==> src/rtl/axi_inf_write_slave_core.sv <==
// ---------------------------------------------------------------------------
// axi_inf_write_slave_core
//
// AXI4 write-channel responder. Takes one AW burst at a time and its W beats,
// forwards each accepted beat to a local memory/FIFO write port, and returns
// a B response carrying the captured ID. WLAST is checked against AWLEN:
// an early WLAST or a missing WLAST ends the burst with SLVERR. Surplus beats
// after the last expected one are drained without being written. WRAP bursts
// are addressed as INCR but flagged with SLVERR.
//
// Ports:
//   axi_aclk, axi_resetn          clock, asynchronous active-low reset
//   axi_aw*                       write address channel (id, addr, len, burst)
//   axi_w*                        write data channel (data, strb, last)
//   axi_b*                        write response channel (id, resp)
//   mem_wr_full                   local sink back-pressure
//   mem_wr_en/addr/data/strb      registered local write port, one per beat
//   burst_done, burst_err         one-cycle pulse after the B handshake
// ---------------------------------------------------------------------------
module axi_inf_write_slave_core #(
  parameter int IDSIZE    = 3,
  parameter int LSIZE     = 8,
  parameter int ASIZE     = 32,
  parameter int DSIZE     = 256,
  parameter int ADDR_STEP = 32
) (
  input  logic                 axi_aclk,
  input  logic                 axi_resetn,
  input  logic [IDSIZE-1:0]    axi_awid,
  input  logic [ASIZE-1:0]     axi_awaddr,
  input  logic [LSIZE-1:0]     axi_awlen,
  input  logic [1:0]           axi_awburst,
  input  logic                 axi_awvalid,
  output logic                 axi_awready,
  input  logic [DSIZE-1:0]     axi_wdata,
  input  logic [DSIZE/8-1:0]   axi_wstrb,
  input  logic                 axi_wlast,
  input  logic                 axi_wvalid,
  output logic                 axi_wready,
  output logic [IDSIZE-1:0]    axi_bid,
  output logic [1:0]           axi_bresp,
  output logic                 axi_bvalid,
  input  logic                 axi_bready,
  input  logic                 mem_wr_full,
  output logic                 mem_wr_en,
  output logic [ASIZE-1:0]     mem_wr_addr,
  output logic [DSIZE-1:0]     mem_wr_data,
  output logic [DSIZE/8-1:0]   mem_wr_strb,
  output logic                 burst_done,
  output logic                 burst_err
);

  localparam int SSIZE = DSIZE / 8;

  typedef enum logic [1:0] {
    IDLE     = 2'd0,
    GET_DATA = 2'd1,
    DRAIN    = 2'd2,
    SEND_B   = 2'd3
  } state_t;

  state_t state_reg, state_next;

  // Burst context captured at the AW handshake
  logic [IDSIZE-1:0] id_reg;
  logic [ASIZE-1:0]  addr_reg;
  logic [LSIZE-1:0]  len_reg;
  logic [1:0]        burst_reg;
  logic [LSIZE-1:0]  count_reg;
  logic              err_reg, err_next;

  // Registered outputs
  logic              awready_reg;
  logic              bvalid_reg;
  logic [IDSIZE-1:0] bid_reg;
  logic [1:0]        bresp_reg;
  logic              mem_wr_en_reg;
  logic [ASIZE-1:0]  mem_wr_addr_reg;
  logic [DSIZE-1:0]  mem_wr_data_reg;
  logic [SSIZE-1:0]  mem_wr_strb_reg;
  logic              burst_done_reg;
  logic              burst_err_reg;

  // Combinational strobes
  logic wready;
  logic aw_fire;
  logic beat_write;   // beat accepted and forwarded to the local port
  logic b_fire;

  // -------------------------------------------------------------------------
  // Next-state / strobe logic
  // -------------------------------------------------------------------------
  always_comb begin
    state_next = state_reg;
    wready     = 1'b0;
    aw_fire    = 1'b0;
    beat_write = 1'b0;
    b_fire     = 1'b0;
    err_next   = err_reg;

    case (state_reg)
      IDLE: begin
        // awready_reg is low only in the first cycle after reset release
        aw_fire = axi_awvalid & awready_reg;
        if (aw_fire) begin
          state_next = GET_DATA;
          // WRAP (and the reserved encoding) is addressed as INCR but reported
          err_next   = axi_awburst[1];
        end
      end

      GET_DATA: begin
        wready = !mem_wr_full;
        if (axi_wvalid && wready) begin
          beat_write = 1'b1;
          if (axi_wlast) begin
            state_next = SEND_B;
            if (count_reg != len_reg) begin
              err_next = 1'b1;
            end
          end else if (count_reg == len_reg) begin
            // Final expected beat without WLAST: written, rest is discarded
            state_next = DRAIN;
            err_next   = 1'b1;
          end
        end
      end

      DRAIN: begin
        // Discarded beats do not touch the sink, so back-pressure is ignored
        wready = 1'b1;
        if (axi_wvalid && axi_wlast) begin
          state_next = SEND_B;
        end
      end

      SEND_B: begin
        b_fire = bvalid_reg & axi_bready;
        if (b_fire) begin
          state_next = IDLE;
        end
      end

      default: state_next = IDLE;
    endcase
  end

  // -------------------------------------------------------------------------
  // State register
  // -------------------------------------------------------------------------
  always_ff @(posedge axi_aclk or negedge axi_resetn) begin
    if (!axi_resetn) begin
      state_reg <= IDLE;
    end else begin
      state_reg <= state_next;
    end
  end

  // -------------------------------------------------------------------------
  // Burst context, beat counter and address generation
  // -------------------------------------------------------------------------
  always_ff @(posedge axi_aclk or negedge axi_resetn) begin
    if (!axi_resetn) begin
      id_reg    <= '0;
      addr_reg  <= '0;
      len_reg   <= '0;
      burst_reg <= '0;
      count_reg <= '0;
      err_reg   <= 1'b0;
    end else begin
      err_reg <= err_next;
      if (aw_fire) begin
        id_reg    <= axi_awid;
        addr_reg  <= axi_awaddr;
        len_reg   <= axi_awlen;
        burst_reg <= axi_awburst;
        count_reg <= '0;
      end else if (beat_write) begin
        // Counter stops at len so it can never wrap for len = all ones
        if (count_reg != len_reg) begin
          count_reg <= count_reg + 1'b1;
        end
        if (burst_reg != 2'b00) begin
          addr_reg <= addr_reg + ASIZE'(ADDR_STEP);
        end
      end
    end
  end

  // -------------------------------------------------------------------------
  // Registered channel outputs and local write port
  // -------------------------------------------------------------------------
  always_ff @(posedge axi_aclk or negedge axi_resetn) begin
    if (!axi_resetn) begin
      awready_reg     <= 1'b0;
      bvalid_reg      <= 1'b0;
      bid_reg         <= '0;
      bresp_reg       <= 2'b00;
      mem_wr_en_reg   <= 1'b0;
      mem_wr_addr_reg <= '0;
      mem_wr_data_reg <= '0;
      mem_wr_strb_reg <= '0;
      burst_done_reg  <= 1'b0;
      burst_err_reg   <= 1'b0;
    end else begin
      awready_reg <= (state_next == IDLE);
      bvalid_reg  <= (state_next == SEND_B);
      bid_reg     <= (state_next == SEND_B) ? id_reg : '0;
      bresp_reg   <= ((state_next == SEND_B) && err_next) ? 2'b10 : 2'b00;

      mem_wr_en_reg <= beat_write;
      if (beat_write) begin
        mem_wr_addr_reg <= addr_reg;
        mem_wr_data_reg <= axi_wdata;
        mem_wr_strb_reg <= axi_wstrb;
      end

      burst_done_reg <= b_fire;
      burst_err_reg  <= b_fire & err_reg;
    end
  end

  assign axi_awready = awready_reg;
  assign axi_wready  = wready;
  assign axi_bvalid  = bvalid_reg;
  assign axi_bid     = bid_reg;
  assign axi_bresp   = bresp_reg;
  assign mem_wr_en   = mem_wr_en_reg;
  assign mem_wr_addr = mem_wr_addr_reg;
  assign mem_wr_data = mem_wr_data_reg;
  assign mem_wr_strb = mem_wr_strb_reg;
  assign burst_done  = burst_done_reg;
  assign burst_err   = burst_err_reg;

endmodule
==> config.mk <==
export PLATFORM = sky130hd
export DESIGN_NAME = axi_inf_write_slave_core
export DESIGN_NICKNAME = d
export VERILOG_FILES = /design/src/rtl/axi_inf_write_slave_core.sv
export SDC_FILE = /design/constraint.sdc
export NUM_CORES = 1
export LEC_CHECK = 0
export ABC_CLOCK_PERIOD_IN_PS = 2300
export BUFFER_PORTS_ARGS = -buffer_cell sky130_fd_sc_hd__buf_4
export CAP_MARGIN = 5
export CORE_AREA = 5 5 257 259
export CTS_BUF_LIST = sky130_fd_sc_hd__clkbuf_4
export CTS_CLUSTER_DIAMETER = 40
export DETAILED_ROUTE_END_ITERATION = 12
export DIE_AREA = 0 0 262 264
export GPL_TIMING_DRIVEN = 0
export PLACE_DENSITY = 0.53
export SLEW_MARGIN = 0
export SYNTH_ARGS = -nofsm -noshare
export SYNTH_HDL_FRONTEND = slang
export SYNTH_SLANG_ARGS = --single-unit
==> constraint.sdc <==
create_clock -name axi_aclk -period 2.3 [get_ports axi_aclk]
set_clock_uncertainty 0.15 [all_clocks]
set_input_delay 0.115 -clock axi_aclk [delete_from_list [all_inputs] [get_ports axi_aclk]]
set_output_delay 0.115 -clock axi_aclk [all_outputs]
set_load 0.02 [all_outputs]
Yosys cells after proc, flatten, opt, wreduce, memory -nomap -nowiden

Index checks and enable logic that the tools add are counted.

Flip-flop bits (word level): 386
Latch bits: 0
Bits in writable memories: 0
ROM bits: 0
Output and inout port bits: 331
Memories: 0

$add $sub $neg: 2
Multiply operators: 0
Divide/modulo/power cells: 0
Order comparisons: 0
Eq/ne operators: 6
Shift operators: 0
Muxes and demuxes: 26
Bitwise gates (word level): 3
Reductions and logical operators: 12

Operator list:

| cell                                                            | count |
|---|---|
| 32-bit 2-to-1 mux                                               | 3 |
| 32-bit by 6-bit adder with 32-bit output, second input constant | 1 |
| 8-bit 2-to-1 mux                                                | 3 |
| 2-bit 2-to-1 mux                                                | 7 |
| 1-bit 2-to-1 mux                                                | 9 |
| 8-bit by 1-bit adder with 8-bit output, second input constant   | 1 |
| 8-bit == test                                                   | 1 |
| 8-bit inequality test                                           | 1 |
| 2-bit case mux with 4 select lines                              | 1 |
| 2-bit nonzero test                                              | 4 |
| 2-bit == test, second input constant                            | 3 |
| 2-bit logical NOT                                               | 2 |
| 1-bit case mux with 2 select lines                              | 2 |
| 2-bit AND reduction                                             | 2 |
| 1-bit bitwise AND                                               | 3 |
| 1-bit logical AND                                               | 3 |
| 3-bit 2-to-1 mux                                                | 1 |
| 2-bit by 1-bit == test with 1-bit output, second input constant | 1 |
| 1-bit logical NOT                                               | 1 |

Longest topological paths before layout

Gate-level depths: netlist (run 1).

Word-level depth: 8
Mapped depth: 8
Depth with buffers taken out: 8

Worst setup path before layout (run 1)

OpenSTA, ideal clock, no wires.

Path type: register -> register
Start point: reg state_reg[1]
End point: reg mem_wr_data_reg[170] (netlist: mem_wr_data[170])
Data arrival time: 1836 ps
Data required time: 2085 ps
Slack: 249 ps
Stages on the path, launching flop included: 9
Cells stage by stage: dfrtp_1 > inv_1 > ha_1 > nand3b_4 > clkbuf_1 > clkbuf_1 > clkbuf_1 > nand2_1 > nand2_1

Word-level cells in the longest chain between the ends: 2

Ends and longest elaborated chain:

| element                                  | RTL line | text |
|---|---|---|
| start: declaration                       | 62       | `state_t state_reg, state_next;` |
| start signal: assignment                 | 155      | `state_reg <= state_next;` |
| 2-bit by 1-bit == test with 1-bit output | 101      | `case (state_reg)` |
| 1-bit 2-to-1 mux                         | 101      |  |
| end signal: assignment                   | 214      | `mem_wr_data_reg <= axi_wdata;` |
| end: declaration                         | 79       | `logic [DSIZE-1:0] mem_wr_data_reg;` |

Every way passes these cells.
A chain may end at the register's enable or synchronous reset.

Final worst setup path (run 1)

Start point: reg state_reg[0]
End point: reg addr_reg[13]

Word-level cells in the longest chain between the ends: 4
Elaborated cells on any way between the ends: 8

Ends and longest elaborated chain:

| element                                                                       | RTL line | text |
|---|---|---|
| 2-bit by 1-bit == test with 1-bit output or 2-bit logical NOT (tied branches) | 101      |  |
| 1-bit 2-to-1 mux                                                              | 101      |  |
| 2-bit nonzero test (no line)                                                  | n/a      |  |
| 2-bit AND reduction (no line)                                                 | n/a      |  |
| end signal: assignment                                                        | 174      | `addr_reg <= axi_awaddr;` |
| end signal: assignment                                                        | 184      | `addr_reg <= addr_reg + ASIZE'(ADDR_STEP);` |
| end: declaration                                                              | 66       | `logic [ASIZE-1:0] addr_reg;` |

Several ways; a longest one is shown, not always the timed one.

==> impl_metrics.yaml, run 1 <==
yosys:
  syn_area_per_cell_um2: 8.912
  synth-edff-count: 0
  ys_async_sr_fraction_pct: 100.0
  yosys_warnings: 0
  synth_top_family_by_area: "simple AND/OR/NAND/NOR gates"
  synth_mux_area_share_pct: 0.1318
  ys_seq_elements: 385
  synthSimpleGateAreaFrac_pct: 29.25
  synth_compound_area_share_pct: 2.068
  syn_nets: 2050
  syn_area_mm2: 0.01519
  synth-xor-area-share_pct: 2.307
  synthCells: 1704
  synth_top_flop_cell: "dfrtp_1"
  ys_seq_area_share_pct: 63.44
  ys_types: 41
  synthAdderAreaFrac_pct: 0.4944
power:
  ir_worst_vdd_mv: 0.6115
  powerDensity_mw_per_mm2: 1095
  p_leak_nw: 15.54
  power.total_mw: 32.64
run:
  cap_violations: 0
global_route:
  antenna_found_initial: 3
  grt_overflow: 0
  grt_use_met2_pct: 33.91
  grt_util_met1_pct: 21.35
  use_met3_pct: 5.887
  busiest_layer: "met2"
  grt_max_degree: 119
  grt_use_total_pct: 19.52
  grt_pass1_wl_mm: 107.1
  grt_pass1_vias: 19650
setup_path:
  crit_chain: "inv_2 -> ha_1 -> and3_2 -> clkbuf_1 -> nand2_1 -> o21ai_0"
  critPathRequiredTime_ns: 2.83
  end_kind: "register"
  worst-path-max-fanout: 12
  slowest_stage: "dfrtp_2"
  arrival_ns: 2.74
  reg2reg_depth: 6
  regToRegSetupSlack_ns: 0.09
  slowest_delay_ns: 0.43
  cp-start-kind: "register"
  worstSetupPathType: "register to register"
placed_design:
  dpl.cell_count: 3231
  place.gp.congestion: 0.8772
  dpl.hpwl_mm: 46.69
  port_buffers: 669
clocking:
  root_buffer: "clkbuf_4"
  cts.sinks: 385
  htree_levels: 3
  clkSlewWorstSetupHoldPaths_ns: 0.06
  clk_latency_ns: 0.84
  cts_max_path_buffers: 3
  cts_tree: "built"
  numCtsBuffers: 113
route:
  wirelength_mm: 69.81
  drcViolationCount: 0
  vias: 17747
  drt_pre_antenna_iters: 5
  viasPerCell: 4.312
  drt_iter0_drc: 1034
  drtAntennaViolNets: 0
  wire_per_inst_um: 16.96
timing:
  holdWs_ns: 0.1547
  setup_viol: 0
  finalMaxSlewViolations: 0
  clock.fmax_ghz: 0.4524
  rsz0062_at_grt: "true"
  tightest_slew_ns: 0.7524
  hold_violations: 0
  fin_crit_sh_pct: 96.11
  slew_headroom_pct: 49.84
  period_minus_slack_ns: 2.210
floorplan:
  fp.dieH_um: 264
  core_area_mm2: 0.06365
  row_count: 93
  start_util_pct: 23.86
  die_area_mm2: 0.06917
  boundaryPins: 671
  die_x_um: 262
hold_path:
  min_path_type: "input pin to register"
  min_delay_path_depth: 5
outcome:
  status: "finished, final reports clean"
cells_and_area:
  largest_reg_flops: 256
  nets: 3524
  layout.cells.non_filler: 4116
  layout-drive-gt1-share_pct: 28.86
  area_delta_synth_final_pct: 96.33
[path summary, 6_finish.rpt]
path                                    end          from
max in group asynchronous  mem_wr_data[191]    axi_resetn
min in group asynchronous        axi_bvalid    axi_resetn
hold reg to reg                   id_reg[0]     id_reg[0]
hold / removal                      err_reg     axi_wlast
setup / recovery               addr_reg[13]  state_reg[0]
setup reg to reg               addr_reg[13]  state_reg[0]
[cell type report]
class,instances,area (um^2)
Timing Repair Buffer,1360,11990
Multi-Input combinational cell,1228,5251
Inverter,8,32.53
Buffer,82,449.2
Clock buffer,166,1246
Antenna cell,4,10.01
Fill cell,5768,33840
Clock inverter,28,131.4
Sequential cell,385,9637
Tap cell,855,1070
[cells in the final DEF, fill, tap and decap left out, types with 9 or more instances in the layout]
master	count
nand2_1	1053
clkinv_1	18
a21oi_1	9
nand4_1	14
dfrtp_1	383
xor2_1	30
o21ai_1	12
nor2_1	22
nand3_1	10
xnor2_1	10
clkbuf_4	177
clkbuf_2	45
dlygate4sd3_1	680
clkbuf_1	18
o21ai_0	16
buf_4	675
[critical path: cells and delay by family, from the launching register on]
| family | cells | cell delay, ns |
|---|---|---|
| compound gates | 1 | 0.12 |
| fa+ha+maj | 1 | 0.30 |
| buf+inv | 2 | 0.49 |
| flops | 1 | 0.43 |
| simple gates | 2 | 0.59 |
[stage by stage]
step	setup slack [ns]	utilization, %	instance area [um^2]	TNS (ns)
2_1_floorplan	0.2491	-	15190	0
3_3_place_gp	-2.983	33.43	21280	-1354.13
3_5_place_dp	-1.286	33.57	21370	-256.74
4_1_cts	-0.01598	46.72	29740	-0.01598
5_1_grt	-0.04845	46.83	29810	-0.4357
6_report	0.08953	46.84	29810	0
[Yosys cell counts (all sizes together), types with 2 or more instances]
cell type,n,share of area [%]
a2111oi,3,0.19
a211oi,3,0.15
a21oi,10,0.33
and2,3,0.12
and3,7,0.29
and4,2,0.12
buf,3,0.11
clkbuf,80,2.0
dfrtp,385,63
ha,6,0.49
inv,8,0.20
mux2i,2,0.13
nand2,1054,26
nand3,11,0.36
nand4,15,0.66
nor2,22,0.54
nor3,3,0.099
nor3b,4,0.20
nor4,3,0.42
o21ai,28,0.92
xnor2,10,0.58
xor2,30,1.7
[kinds of logic after synthesis]
family                     count (synthesis)
buffers and inverters                     91
DFF                                      385
xor gates and xnor gates                  40
AOI/OAI and AO/OA                         51
adders and majority gates                  6
muxes                                      2
other                                      1
and+or+nand+nor                         1128
[metal layers]
layer,wire (um),part of all wire (%)
met3,5934,8.5
met5,0,0
met1,25460,36
met4,3454,4.9
met2,34960,50
[repair_timing]
item | in CTS | in global routing
gates resized for setup | 84 | 19
setup endpoints to repair | 375 | 71
hold buffers | 680 | 0
pin swaps | 1 | 2
endpoints found under the hold margin | 691 | 0
setup buffers | 5 | 3
[where the power goes]
part	internal [mW]	total [mW]	leakage, nW	switching [mW]
Clock	3.28	6.34	0.829	3.06
Combinational	6.12	14.5	9.86	8.40
Sequential	9.75	11.8	4.85	2.04
Note: power is estimated with default switching activity, not from simulation.
==> inputs of run 2 (changes only) <==
--- a/config.mk
+++ b/config.mk
@@ -8,13 +8,12 @@
 export ABC_CLOCK_PERIOD_IN_PS = 2300
 export BUFFER_PORTS_ARGS = -buffer_cell sky130_fd_sc_hd__buf_4
 export CAP_MARGIN = 5
-export CORE_AREA = 5 5 257 259
-export CTS_BUF_LIST = sky130_fd_sc_hd__clkbuf_4
+export CORE_AREA = 5 5 255 257
+export CTS_BUF_LIST = sky130_fd_sc_hd__clkbuf_16
 export CTS_CLUSTER_DIAMETER = 40
 export DETAILED_ROUTE_END_ITERATION = 12
-export DIE_AREA = 0 0 262 264
+export DIE_AREA = 0 0 260 262
 export GPL_TIMING_DRIVEN = 0
-export PLACE_DENSITY = 0.53
 export SLEW_MARGIN = 0
 export SYNTH_ARGS = -nofsm -noshare
 export SYNTH_HDL_FRONTEND = slang
==> impl_metrics.yaml, run 2 (synthesized netlist as in run 1, its figures left out) <==
outcome:
  status: "complete, but fails checks"
  violations: "hold timing"
power:
  powerDensity_mw_per_mm2: 1310
  power.total_mw: 35.91
  ir_worst_vdd_mv: 0.9405
  p_leak_nw: 14.52
route:
  drtAntennaViolNets: 0
  wire_per_inst_um: 16.84
  viasPerCell: 4.213
  wirelength_mm: 62.35
  drt_pre_antenna_iters: 7
  drt_iter0_drc: 981
  vias: 15597
  drcViolationCount: 0
placed_design:
  place.gp.congestion: 0.8656
  port_buffers: 669
  dpl.hpwl_mm: 44.09
  place_area_mm2: 0.02136
timing:
  slew_headroom_pct: 53.73
  period_minus_slack_ns: 2.192
  rsz0062_at_grt: "true"
  clock.fmax_ghz: 0.4562
  hold_violations: 21
  holdWs_ns: -0.02671
  setup_viol: 0
  fin_crit_sh_pct: 95.30
  tightest_slew_ns: 0.6941
  finalMaxSlewViolations: 0
setup_path:
  slowest_delay_ns: 0.44
  regToRegSetupSlack_ns: 0.11
  end_kind: "register"
  worst-path-buf-inv: 2
  slowest_stage: "dfrtp_1"
  worstSetupPathType: "register to register"
  startpoint: "state_reg[1]"
  path_depth: 8
  reg2reg_depth: 8
  worstSetupEndpoint: "count_reg[7]"
  cp_top_family: "flip-flops"
  critPathRequiredTime_ns: 2.59
  worst-path-max-fanout: 8
  crit_chain: "inv_1 -> ha_2 -> nand3b_4 -> inv_4 -> nand2_2 -> a2111oi_2 -> xnor2_1 -> nor2_1"
  cp-start-kind: "register"
  arrival_ns: 2.49
  rr_endpoint: "count_reg[7]"
  timing.rr.start: "state_reg[1]"
floorplan:
  fp.dieH_um: 262
  start_util_pct: 24.30
  core_area_mm2: 0.06250
  die_area_mm2: 0.06812
  die_x_um: 260
  boundaryPins: 671
  row_count: 92
global_route:
  grt_pass1_vias: 16431
  antenna_found_initial: 1
  grt_use_total_pct: 17.41
  grt_overflow: 0
  grt_max_degree: 115
  grt_pass1_wl_mm: 93.67
clocking:
  root_buffer: "clkbuf_16"
  htree_levels: 3
  cts_tree: "built"
  numCtsBuffers: 73
  cts.sinks: 385
  cts_max_path_buffers: 3
  clk_latency_ns: 0.58
  clkSlewWorstSetupHoldPaths_ns: 0.05
cells_and_area:
  final_cell_mix: "nand2_1, buf_4, dfrtp_1"
  design_area_mm2: 0.02741
  final_common_cell: "nand2_1"
  layout-drive-gt1-share_pct: 30.99
  largest_reg_flops: 256
  fillers: 5825
  num_antenna_cells: 0
  area_delta_synth_final_pct: 80.51
  nets: 3144
hold_path:
  min_path_type: "input pin to async pin"
run:
  cap_violations: 0
[run 2: cell count changes in the layout (fill, tap and decap cells not counted), moves of 4 or more]
cell and delta:
buf_2 +4, diode_2 -4, inv_6 +8, clkbuf_4 -162
clkinv_2 +4, dlygate4sd3_1 -337, clkbuf_16 +73, clkinvlp_4 +6
clkbuf_1 -10, clkinv_4 +7, clkinv_1 -10, bufinv_16 +7
inv_1 +9
[run 2: worst min-delay path by stage]
stage,start,to,cells past startpoint
finish,axi_resetn,addr_reg[1],2
floorplan,axi_resetn,addr_reg[0],0
global placement,axi_wstrb[10],mem_wr_strb[10],3
CTS,axi_resetn,addr_reg[1],2
global route,axi_resetn,len_reg[7],2
detailed placement,axi_resetn,addr_reg[1],1
[run 2: layout make-up]
| cell class | count | area [um^2] | share of cell area, % |
|---|---|---|---|
| clock buffers | 73 | 1827 | 6.664 |
| flip-flops and latches | 385 | 9634 | 35.15 |
| plain buffers | 81 | 466.7 | 1.703 |
| repair buffers | 1021 | 8591 | 31.34 |
| inverters | 8 | 32.53 | 0.1187 |
| multi-input cells | 1228 | 5224 | 19.06 |
| clock inverters | 60 | 579.3 | 2.113 |
| well taps | 846 | 1059 | 3.861 |
[run 2: per-layer routing]
| layer | wire length [um] | GRT usage [%] |
|---|---|---|
| met1 | 24150 | 20.44 |
| met2 | 30740 | 29.61 |
| met3 | 4969 | 5.131 |
| met4 | 2486 | 7.911 |
| met5 | 11 | 0 |
[run 2: timing repair]
item / 4_1_cts / 5_1_grt
buffers inserted: 0 / 6
pin swaps: 0 / 3
endpoints found under the setup margin: 352 / 161
hold buffers: 343 / 0
resized for setup: 85 / 33
endpoints found under the hold margin: 553 / 0
[run 2: stage by stage]
| step | cells | setup slack, ns | util [%] | setup TNS (ns) |
|---|---|---|---|---|
| 2_1_floorplan | 1704 | 0.2491 | - | 0 |
| 3_3_place_gp | 3219 | -3.110 | 34.02 | -1472.40 |
| 3_5_place_dp | 3222 | -1.388 | 34.17 | -298.45 |
| 4_1_cts | 3696 | 0.03256 | 43.73 | 0 |
| 5_1_grt | 3702 | -0.05744 | 43.86 | -0.2388 |
| 6_report | 3702 | 0.1082 | 43.86 | 0 |
[run 2: where the power goes]
group	internal [mW]	switching, mW
Combinational	5.68	8.10
Sequential	9.76	1.94
Clock	6.65	3.78
Total	22.1	13.8
==> inputs of run 3 (changes only) <==
--- a/config.mk
+++ b/config.mk
@@ -14,6 +14,7 @@
 export DETAILED_ROUTE_END_ITERATION = 12
 export DIE_AREA = 0 0 260 262
 export GPL_TIMING_DRIVEN = 0
+export REMOVE_ABC_BUFFERS = 1
 export SLEW_MARGIN = 0
 export SYNTH_ARGS = -nofsm -noshare
 export SYNTH_HDL_FRONTEND = slang
==> impl_metrics.yaml, run 3 (synthesized netlist as in run 1, its figures left out) <==
clocking:
  htree_levels: 3
  cts_max_path_buffers: 3
  clkSlewWorstSetupHoldPaths_ns: 0.05
  root_buffer: "clkbuf_16"
  cts.sinks: 385
  cts_tree: "built"
  numCtsBuffers: 73
  clk_latency_ns: 0.59
timing:
  hold_violations: 0
  finalMaxSlewViolations: 0
  setup_viol: 0
  tightest_slew_ns: 0.8404
  period_minus_slack_ns: 2.269
  fin_crit_sh_pct: 98.66
  rsz0062_at_grt: "true"
  slew_headroom_pct: 43.55
  finalSetupTns_ns: 0
  clock.fmax_ghz: 0.4407
power:
  ir_worst_vdd_mv: 0.9222
  pwr-share-clk_pct: 30.4
  p_sw_mw: 13.99
  pwr-share-comb_pct: 38.0
  p_int_mw: 22.85
  power_frac_seq_pct: 31.6
  p_sw_share_pct: 37.97
  p_leak_nw: 14.50
  power.total_mw: 36.83
  powerDensity_mw_per_mm2: 1326
setup_path:
  worst-path-max-fanout: 9
  end_kind: "register"
  arrival_ns: 2.62
  critPathRequiredTime_ns: 2.65
  regToRegSetupSlack_ns: 0.03
  cp-start-kind: "register"
  worstSetupPathType: "register to register"
route:
  viasPerCell: 4.278
  vias: 15689
  drtAntennaViolNets: 0
  drt_iter0_drc: 1062
  drcViolationCount: 0
  wirelength_mm: 61.37
  wire_per_inst_um: 16.73
  drt_pre_antenna_iters: 7
global_route:
  antenna_found_initial: 6
  use_met3_pct: 4.958
  grt_pass1_wl_mm: 93.59
  busiest_layer: "met2"
  grt_overflow: 0
  grt_util_met1_pct: 19.82
  grt_pass1_vias: 16978
  grt_max_degree: 117
  grt_use_total_pct: 17.08
  grt_use_met2_pct: 29.25
outcome:
  status: "finished, final reports clean"
cells_and_area:
  largest_reg_flops: 256
  nets: 3102
  fin_util_pct: 44.46
  layout.cells.non_filler: 3667
  area_delta_synth_final_pct: 82.98
  layout-drive-gt1-share_pct: 30.43
  final_common_cell: "nand2_1"
  fillers: 5704
  final_cell_mix: "nand2_1, buf_4, dfrtp_1"
floorplan:
  start_util_pct: 24.30
  boundaryPins: 671
  core_area_mm2: 0.06250
  row_count: 92
  fp.dieH_um: 262
  die_x_um: 260
  die_area_mm2: 0.06812
placed_design:
  place.gp.congestion: 0.7871
  port_buffers: 669
  dpl.cell_count: 3147
  dpl.hpwl_mm: 38.86
run:
  cap_violations: 0
hold_path:
  min_path_type: "input pin to async pin"
[run 3: metal layers]
metal / wire, um / share of wire (%)
met2: 30590 / 50
met3: 4734 / 7.7
met5: 13 / 0.021
met4: 2498 / 4.1
met1: 23530 / 38
[run 3: worst paths after layout]
path,startpoint,to,depth (start not counted)
max in group asynchronous,axi_resetn,addr_reg[21],4
hold / removal,axi_resetn,mem_wr_data[251],2
min in group axi_aclk,axi_wdata[37],mem_wr_data[37],4
hold reg to reg,addr_reg[1],mem_wr_addr[1],2
setup reg to reg,count_reg[1],axi_bresp[1],5
setup / recovery,count_reg[1],axi_bresp[1],5
[run 3: power groups by stage]
stage	logic (mW)	clock network, mW	registers (mW)
4_1_cts	13.9	11.5	11.6
5_1_grt	15.1	11.8	12.0
2_1_floorplan	3.45	0	14.6
3_3_place_gp	12.9	0	11.5
6_report	14.0	11.2	11.7
3_5_place_dp	13.0	0	11.7
[run 3: per-stage QoR]
stage	hold WS [ns]	worst slack [ns]	area, um^2
2_1_floorplan	-0.3306	-4.983	14870
3_3_place_gp	0.1552	-8.704	20950
3_5_place_dp	0.07467	-1.743	21240
4_1_cts	-0.02193	-0.003167	27660
5_1_grt	0.02624	-0.07342	27780
6_report	0.001958	0.03080	27790
[run 3: layout make-up]
cell class	instances	area, um^2	share of cell area, %
flip-flops and latches	385	9637	34.68
diodes	5	12.51	0.04503
clock buffers	75	1877	6.754
well taps	846	1059	3.809
inverters	8	46.29	0.1666
repair buffers	1055	9107	32.78
clock inverters	60	701.9	2.526
multi-input cells	1231	5329	19.18
repair inverters	2	17.52	0.06304
[run 3: worst max-delay path, stage by stage, from the launching register on]
cell      delay, ns
dfrtp_1        0.44
xor2_1         0.19
nor4_4         0.63
and2_4         0.28
o211ai_2       0.21
a311oi_2       0.29
[run 3: timing repair]
| action | CTS | global route |
|---|---|---|
| hold buffers | 355 | 0 |
| cloned | 7 | 0 |
| resized for setup | 18 | 12 |
| pin swaps | 4 | 4 |
| setup buffers | 13 | 5 |
| endpoints found under the hold margin | 481 | 0 |
| endpoints found under the setup margin | 378 | 83 |
